**config.mk**
```make
export PLATFORM = sky130hd
export DESIGN_NAME = inner_wb_burst_splitter
export DESIGN_NICKNAME = d
export VERILOG_FILES = /design/src/rtl/inner_wb_burst_splitter_pkg.sv /design/src/rtl/inner_wb_burst_splitter.sv
export SDC_FILE = /design/constraint.sdc
export NUM_CORES = 1
export LEC_CHECK = 0
export CAP_MARGIN = 20
export CORE_MARGIN = 1.5
export CORE_UTILIZATION = 46
export CTS_CLUSTER_DIAMETER = 120
export DETAILED_ROUTE_END_ITERATION = 12
export MAX_ROUTING_LAYER = met4
export PLACE_DENSITY = 0.94
export SYNTH_ARGS = -nofsm -noshare
export SYNTH_HDL_FRONTEND = slang
export SYNTH_SLANG_ARGS = --single-unit
```
**constraint.sdc**
```tcl
create_clock -name i_clk -period 2.95 [get_ports i_clk]
set_input_delay 0.59 -clock i_clk [delete_from_list [all_inputs] [get_ports i_clk]]
set_output_delay 0.59 -clock i_clk [all_outputs]
set_load 0.01 [all_outputs]
```
**src/rtl/inner_wb_burst_splitter_pkg.sv**
```systemverilog
// Shared definitions for the inner wishbone burst splitter.
// Latency: n/a (types and constants only).
// Backpressure: n/a.
//
// Contents: FSM state encoding, the burst-length ceiling, the default
// word-address width, and a helper that maps burst flags to the
// index of the last beat.
package inner_wb_burst_splitter_pkg;

    // Default wishbone word-address width, matching the bus configuration.
    localparam int WB_ADDR_W = 24;

    // Longest burst the cores issue (cache line of 8 words).
    localparam int BURST_MAX = 8;

    // Enough bits to hold BURST_MAX-1 remaining beats.
    localparam int BEAT_CNT_W = $clog2(BURST_MAX);

    typedef enum logic [1:0] {
        ST_IDLE = 2'd0,
        ST_BEAT = 2'd1,
        ST_GAP  = 2'd2
    } state_t;

    // Remaining-beats value loaded at capture (beat count minus one).
    // The 8-beat flag wins when both flags are set.
    function automatic logic [BEAT_CNT_W-1:0] last_beat_idx(
        input logic burst_4,
        input logic burst_8
    );
        if (burst_8) begin
            return BEAT_CNT_W'(BURST_MAX - 1);
        end else if (burst_4) begin
            return BEAT_CNT_W'(3);
        end else begin
            return '0;
        end
    endfunction

endpackage

```
**src/rtl/inner_wb_burst_splitter.sv**
```systemverilog
// Splits 4/8-beat cache bursts into single wishbone transfers at incrementing addresses.
// Latency: request sampled at T0 -> d_stb at T1 -> u_ack/u_i_dat at T2 (zero-wait slave); 2 cycles per beat.
// Backpressure: one transfer outstanding; a beat waits on d_ack/d_err, bounded by a TIMEOUT_CYC watchdog.
//
// Ports:
//   i_clk, i_rst_n                 clock, asynchronous active-low reset
//   u_cyc/u_stb/u_we/u_adr/u_sel   upstream request (address held for the whole burst)
//   u_o_dat                        upstream write data, advanced by upstream after each u_ack
//   u_4_burst/u_8_burst            burst length flags, sampled when the request is captured
//   u_i_dat/u_ack/u_err            registered read data, per-beat ack pulse, terminating error pulse
//   d_cyc/d_stb/d_we/d_adr/d_sel   downstream request (decoded from the state register)
//   d_o_dat                        downstream write data, combinational pass-through of u_o_dat
//   d_i_dat/d_ack/d_err            downstream response
module inner_wb_burst_splitter
    import inner_wb_burst_splitter_pkg::*;
#(
    parameter int ADDR_W      = WB_ADDR_W,
    parameter int DATA_W      = 16,
    parameter int SEL_W       = 2,
    parameter int TIMEOUT_CYC = 255
) (
    input  logic              i_clk,
    input  logic              i_rst_n,

    input  logic              u_cyc,
    input  logic              u_stb,
    input  logic              u_we,
    input  logic [ADDR_W-1:0] u_adr,
    input  logic [DATA_W-1:0] u_o_dat,
    input  logic [SEL_W-1:0]  u_sel,
    input  logic              u_4_burst,
    input  logic              u_8_burst,
    output logic [DATA_W-1:0] u_i_dat,
    output logic              u_ack,
    output logic              u_err,

    output logic              d_cyc,
    output logic              d_stb,
    output logic              d_we,
    output logic [ADDR_W-1:0] d_adr,
    output logic [SEL_W-1:0]  d_sel,
    output logic [DATA_W-1:0] d_o_dat,
    input  logic [DATA_W-1:0] d_i_dat,
    input  logic              d_ack,
    input  logic              d_err
);

    // Watchdog limit in counter width (counter is 8 bits).
    localparam logic [7:0] TMO_LIM = 8'(TIMEOUT_CYC);

    state_t                state_q,    state_d;
    logic [ADDR_W-1:0]     adr_q,      adr_d;
    logic                  we_q,       we_d;
    logic [SEL_W-1:0]      sel_q,      sel_d;
    logic [BEAT_CNT_W-1:0] beat_cnt_q, beat_cnt_d;
    logic [7:0]            tmo_q,      tmo_d;
    logic                  ack_q,      ack_d;
    logic                  err_q,      err_d;
    logic [DATA_W-1:0]     rdat_q,     rdat_d;
    // Set for the single IDLE cycle following a finished burst, so the
    // upstream request still asserted while it observes u_ack/u_err is
    // not mistaken for a new one.
    logic                  hold_q,     hold_d;

    // ------------------------------------------------------------------
    // Next-state and datapath
    // ------------------------------------------------------------------
    always_comb begin
        state_d    = state_q;
        adr_d      = adr_q;
        we_d       = we_q;
        sel_d      = sel_q;
        beat_cnt_d = beat_cnt_q;
        tmo_d      = tmo_q;
        ack_d      = 1'b0;
        err_d      = 1'b0;
        rdat_d     = rdat_q;
        hold_d     = 1'b0;

        case (state_q)
            ST_IDLE: begin
                tmo_d = '0;
                if (u_cyc && u_stb && !hold_q) begin
                    adr_d      = u_adr;
                    we_d       = u_we;
                    sel_d      = u_sel;
                    beat_cnt_d = last_beat_idx(u_4_burst, u_8_burst);
                    state_d    = ST_BEAT;
                end
            end

            ST_BEAT: begin
                tmo_d = tmo_q + 8'd1;
                if (d_err) begin
                    // Error (alone or alongside ack) ends the whole burst.
                    err_d   = 1'b1;
                    hold_d  = 1'b1;
                    state_d = ST_IDLE;
                end else if (d_ack) begin
                    // An upstream that already dropped u_cyc gets no ack;
                    // the beat is allowed to finish on the bus regardless.
                    if (u_cyc) begin
                        ack_d  = 1'b1;
                        rdat_d = d_i_dat;
                    end
                    if ((beat_cnt_q != '0) && u_cyc) begin
                        state_d = ST_GAP;
                    end else begin
                        hold_d  = 1'b1;
                        state_d = ST_IDLE;
                    end
                end else if (tmo_q == TMO_LIM) begin
                    err_d   = 1'b1;
                    hold_d  = 1'b1;
                    state_d = ST_IDLE;
                end
            end

            ST_GAP: begin
                // Address wraps naturally at ADDR_W bits.
                adr_d      = adr_q + ADDR_W'(1);
                beat_cnt_d = beat_cnt_q - BEAT_CNT_W'(1);
                tmo_d      = '0;
                state_d    = u_cyc ? ST_BEAT : ST_IDLE;
            end

            default: begin
                state_d = ST_IDLE;
            end
        endcase
    end

    // ------------------------------------------------------------------
    // State registers
    // ------------------------------------------------------------------
    always_ff @(posedge i_clk or negedge i_rst_n) begin
        if (!i_rst_n) begin
            state_q    <= ST_IDLE;
            adr_q      <= '0;
            we_q       <= 1'b0;
            sel_q      <= '0;
            beat_cnt_q <= '0;
            tmo_q      <= '0;
            ack_q      <= 1'b0;
            err_q      <= 1'b0;
            rdat_q     <= '0;
            hold_q     <= 1'b0;
        end else begin
            state_q    <= state_d;
            adr_q      <= adr_d;
            we_q       <= we_d;
            sel_q      <= sel_d;
            beat_cnt_q <= beat_cnt_d;
            tmo_q      <= tmo_d;
            ack_q      <= ack_d;
            err_q      <= err_d;
            rdat_q     <= rdat_d;
            hold_q     <= hold_d;
        end
    end

    // ------------------------------------------------------------------
    // Outputs
    // ------------------------------------------------------------------
    // Bus strobes decode straight from the state register so that reset
    // removes them asynchronously.
    assign d_cyc   = (state_q != ST_IDLE);
    assign d_stb   = (state_q == ST_BEAT);
    assign d_we    = we_q;
    assign d_adr   = adr_q;
    assign d_sel   = sel_q;
    assign d_o_dat = u_o_dat;

    assign u_ack   = ack_q;
    assign u_err   = err_q;
    assign u_i_dat = rdat_q;

endmodule
```
==> flow_summary.rst <==
.. list-table::
   :header-rows: 1

   * - Metric
     - Value
   * - Most frequent cells after synthesis
     - 59 x sky130_fd_sc_hd__dfrtp_1, 34 x sky130_fd_sc_hd__nand2_1, 19 x sky130_fd_sc_hd__nor2_1, 18 x sky130_fd_sc_hd__nor3_1, 17 x sky130_fd_sc_hd__buf_4
   * - TritonCTS clock tree
     - built
   * - Cts bufs inserted
     - 9
   * - Met2 Track Usage GR
     - 35.6%
   * - Root buffer cell
     - sky130_fd_sc_hd__clkbuf_8
   * - Worst max-slew margin expressed relative to the limit
     - 48.3%
   * - Pin count of the biggest net entering global routing
     - 31
   * - Total power consumption of the routed design
     - 2.46 mW
   * - Global Route Usage Sum
     - 23.0%
   * - Instance area at placement
     - 4010 µm²
   * - Worst reg-to-reg setup slack
     - 0.89 ns
   * - Top Ports
     - 130
   * - Total of hold buffers inserted after clock tree synthesis
     - 0
   * - Top area cells in the synthesized netlist
     - sky130_fd_sc_hd__dfrtp_1 48%, sky130_fd_sc_hd__mux2_2 5.9%, sky130_fd_sc_hd__buf_4 4.2%
   * - RSZ-0062 raised after global routing
     - false
   * - Synth Net Count
     - roughly 380
   * - Post-synthesis cell type with the largest combined area
     - sky130_fd_sc_hd__dfrtp_1
   * - DP Cell Count
     - 462
   * - Post-Syn Area per Cell
     - about 9.9 µm²
   * - Critical setup path kind
     - flip-flop to output port
   * - Wire length of the first global-routing pass
     - 12.8 mm
   * - Number of flops mapped to enable cells by yosys
     - 0
   * - Endpoint of the worst-slack reg-to-reg timing path
     - d_adr[20]
   * - Max FO, Critical Path
     - 12
   * - Detailed-route vias per instance
     - 5.92
   * - Reg-to-reg startpoint
     - d_adr[0]
   * - Detail Placement HPWL
     - 5.59 mm
   * - Required @ worst endpoint
     - 2.36 ns
   * - Share of final-layout standard cells stronger than drive strength 1
     - about an eighth
   * - Actual transition at the worst max-transition pin
     - between 0.7 and 0.8 ns
   * - Number of standard cells in the layout, taps in and fillers out
     - 478
   * - Library cell with the highest instance count after synthesis
     - sky130_fd_sc_hd__dfrtp_1
   * - # rows
     - 29
   * - Via count of the first global-routing pass
     - 2865
   * - Final weighted congestion of routability-driven global placement
     - 0.885
   * - FF+latch count, synth
     - 59
   * - Routed length per instance
     - 16.0 µm
   * - Dominant register cell in the synthesized netlist
     - sky130_fd_sc_hd__dfrtp_1
   * - Maximum resistive drop on vdd
     - 0.000386 V
   * - Final total negative setup slack
     - 0 ns
   * - Core Region
     - 6390 µm²
   * - Achievable frequency
     - 417 MHz
   * - Worst hold slack
     - 0.279 ns
   * - # Max-Cap Violations
     - 0
   * - Busiest metal layer after global routing
     - met2
   * - Crit path DAT
     - 1.81 ns
   * - Syn Std Cell Area
     - 3060 µm²
   * - Critical path endpoint category
     - output port
   * - Count of routing violations after the opening detailed-route iteration
     - 252
   * - Final-report hold violation count
     - 0
   * - Bufs on Longest Clock Path
     - 2
   * - Final worst-path cycle share
     - 81.2%
   * - Final number of max-transition violations
     - 0
   * - Run status
     - completed
   * - Netlist cell types
     - 48
   * - Fill count
     - 504
   * - Top-area cell type share of the netlist area
     - between 40% and 50%
   * - DIE AREA
     - 7150 µm²
   * - Post-route minimum period
     - ~2.4 ns
   * - Async set-reset flop share out of synthesis
     - 100%
   * - Worst Setup Slack post-DPL
     - between 0.6 and 0.7 ns
   * - Worst-path clk slew
     - 0.07 ns
   * - Number of antenna violations at the first check in global routing
     - 0
   * - End-of-flow core utilization
     - approximately 65%
   * - Diodes inserted
     - 0
   * - Class of the worst hold path
     - input pin to asynchronous set/reset pin
   * - Met3 track demand over resource in global routing
     - 6.29%
   * - Grt met1 use
     - 27.4%
   * - Clk_lat worst skew
     - roughly 0.34 ns
   * - Die W
     - approximately 85 µm
   * - Number of vias after detailed routing
     - ~2.8k
   * - Path depth of the worst reg2reg path
     - 5
   * - Starting density of the core
     - a little under half
   * - Instance count of the mapped netlist
     - approximately 310
   * - Reported leakage power
     - 1.70 nW
   * - Clock tree sinks
     - between 50 and 60
   * - Final #Nets
     - 467
   * - Final design instance area without fill
     - 4180 µm²
   * - Die Height
     - between 80 and 90 µm
   * - Final WS setup
     - about 0.55 ns
   * - Drt total wl
     - 7.64 mm
   * - Number of post-CTS setup repair buffers
     - 0
   * - Total overflow reported by the global router
     - 0
   * - Post-synthesis to final-layout area growth
     - 36.6%
   * - Resized Gates After CTS
     - 0
   * - Antenna Nets Post-Route
     - 0
   * - # port buffers
     - 97
   * - Post-route DRC violation count
     - 0
   * - Register area share after synthesis
     - 48.2%
   * - Kind of start point of the critical path
     - flip-flop
   * - Final Setup Violations
     - 0
   * - Pwr per Cell Area
     - around 590 nW/µm²
   * - Final Skew
     - 0.00698 ns
   * - Synth warn
     - 0
   * - CTS H-Tree Depth
     - 3
   * - Pre-antenna DRT Iters
     - 5
## metal layers
metal	routed length, µm	up-vias
li1	-	1288
met1	3160	1363
met2	3620	154
met3	637	23
met4	223	0
met5	0	-
## worst max-delay path by stage
stage / depth (start not counted) / end / slack (ns) / from
floorplan: 5 / u_i_dat[10] / 1.10 / state_q[1]
global placement: 6 / d_adr[16] / 0.69 / u_cyc
detailed placement: 6 / d_adr[16] / 0.64 / u_cyc
CTS: 3 / d_stb / 0.54 / state_q[1]
global route: 3 / d_stb / 0.46 / state_q[0]
finish: 3 / d_stb / 0.55 / state_q[1]
## cells in the final DEF (no fill, tap or decap), types with 4 or more instances in the layout
| cell type | count |
|---|---|
| sky130_fd_sc_hd__inv_1 | 6 |
| sky130_fd_sc_hd__clkbuf_8 | 9 |
| sky130_fd_sc_hd__dfrtp_1 | 59 |
| sky130_fd_sc_hd__nand2_1 | 34 |
| sky130_fd_sc_hd__o22ai_1 | 4 |
| sky130_fd_sc_hd__a211oi_1 | 4 |
| sky130_fd_sc_hd__clkinvlp_4 | 4 |
| sky130_fd_sc_hd__o311ai_0 | 5 |
| sky130_fd_sc_hd__nand3_1 | 15 |
| sky130_fd_sc_hd__xnor2_1 | 4 |
| sky130_fd_sc_hd__nand4_1 | 5 |
| sky130_fd_sc_hd__or2_2 | 5 |
| sky130_fd_sc_hd__and2_1 | 9 |
| sky130_fd_sc_hd__or4_1 | 4 |
| sky130_fd_sc_hd__nor3_1 | 18 |
| sky130_fd_sc_hd__a311oi_1 | 4 |
| sky130_fd_sc_hd__nor4_1 | 5 |
| sky130_fd_sc_hd__clkdlybuf4s50_1 | 96 |
| sky130_fd_sc_hd__nor2_1 | 19 |
| sky130_fd_sc_hd__a221o_1 | 4 |
| sky130_fd_sc_hd__o21ai_0 | 8 |
| sky130_fd_sc_hd__nand2b_1 | 5 |
| sky130_fd_sc_hd__ha_1 | 4 |
| sky130_fd_sc_hd__and4_1 | 4 |
| sky130_fd_sc_hd__mux2_2 | 16 |
| sky130_fd_sc_hd__a21oi_1 | 5 |
| sky130_fd_sc_hd__buf_4 | 8 |
## sequential cells by signal, indices dropped and copies added, names as in the netlist
register / count
beat_cnt_q: 3
d_adr: 24
d_sel: 2
d_we: 1
hold_q: 1
state_q: 2
tmo_q: 8
u_ack: 1
u_err: 1
u_i_dat: 16
## area by class of cell
| cell class | count | area [µm²] | share of cell area, % |
|---|---|---|---|
| clock buffer | 9 | 124 | 2.96 |
| clock inverter | 7 | 45.0 | 1.08 |
| inverter | 6 | 22.5 | 0.539 |
| multi-input combinational | 215 | 1390 | 33.3 |
| sequential | 59 | 1480 | 35.3 |
| tap | 77 | 96.3 | 2.30 |
| timing repair buffer | 105 | 1030 | 24.5 |
## cell families after synthesis
family	Yosys count	synth area share, %
simple gates	139	24.2
buf+inv	34	6.30
mux	18	6.54
fa+ha+maj	4	1.64
flops	59	48.2
xor+xnor	7	2.00
compound gates	47	11.1
## power breakdown
group	internal, mW	leakage (nW)	switching [mW]
logic	0.427	0.883	0.289
registers	0.957	0.735	0.153
clock network	0.299	0.0770	0.335
total	1.68	1.70	0.776
## worst max-delay path, cell delays in order (launching register included)
cell                              delay [ns]
sky130_fd_sc_hd__dfrtp_1                0.52
sky130_fd_sc_hd__nand2b_1               0.26
sky130_fd_sc_hd__inv_1                  0.13
sky130_fd_sc_hd__clkdlybuf4s50_1        0.55
No activity file was read; power rests on OpenSTA's default activity.
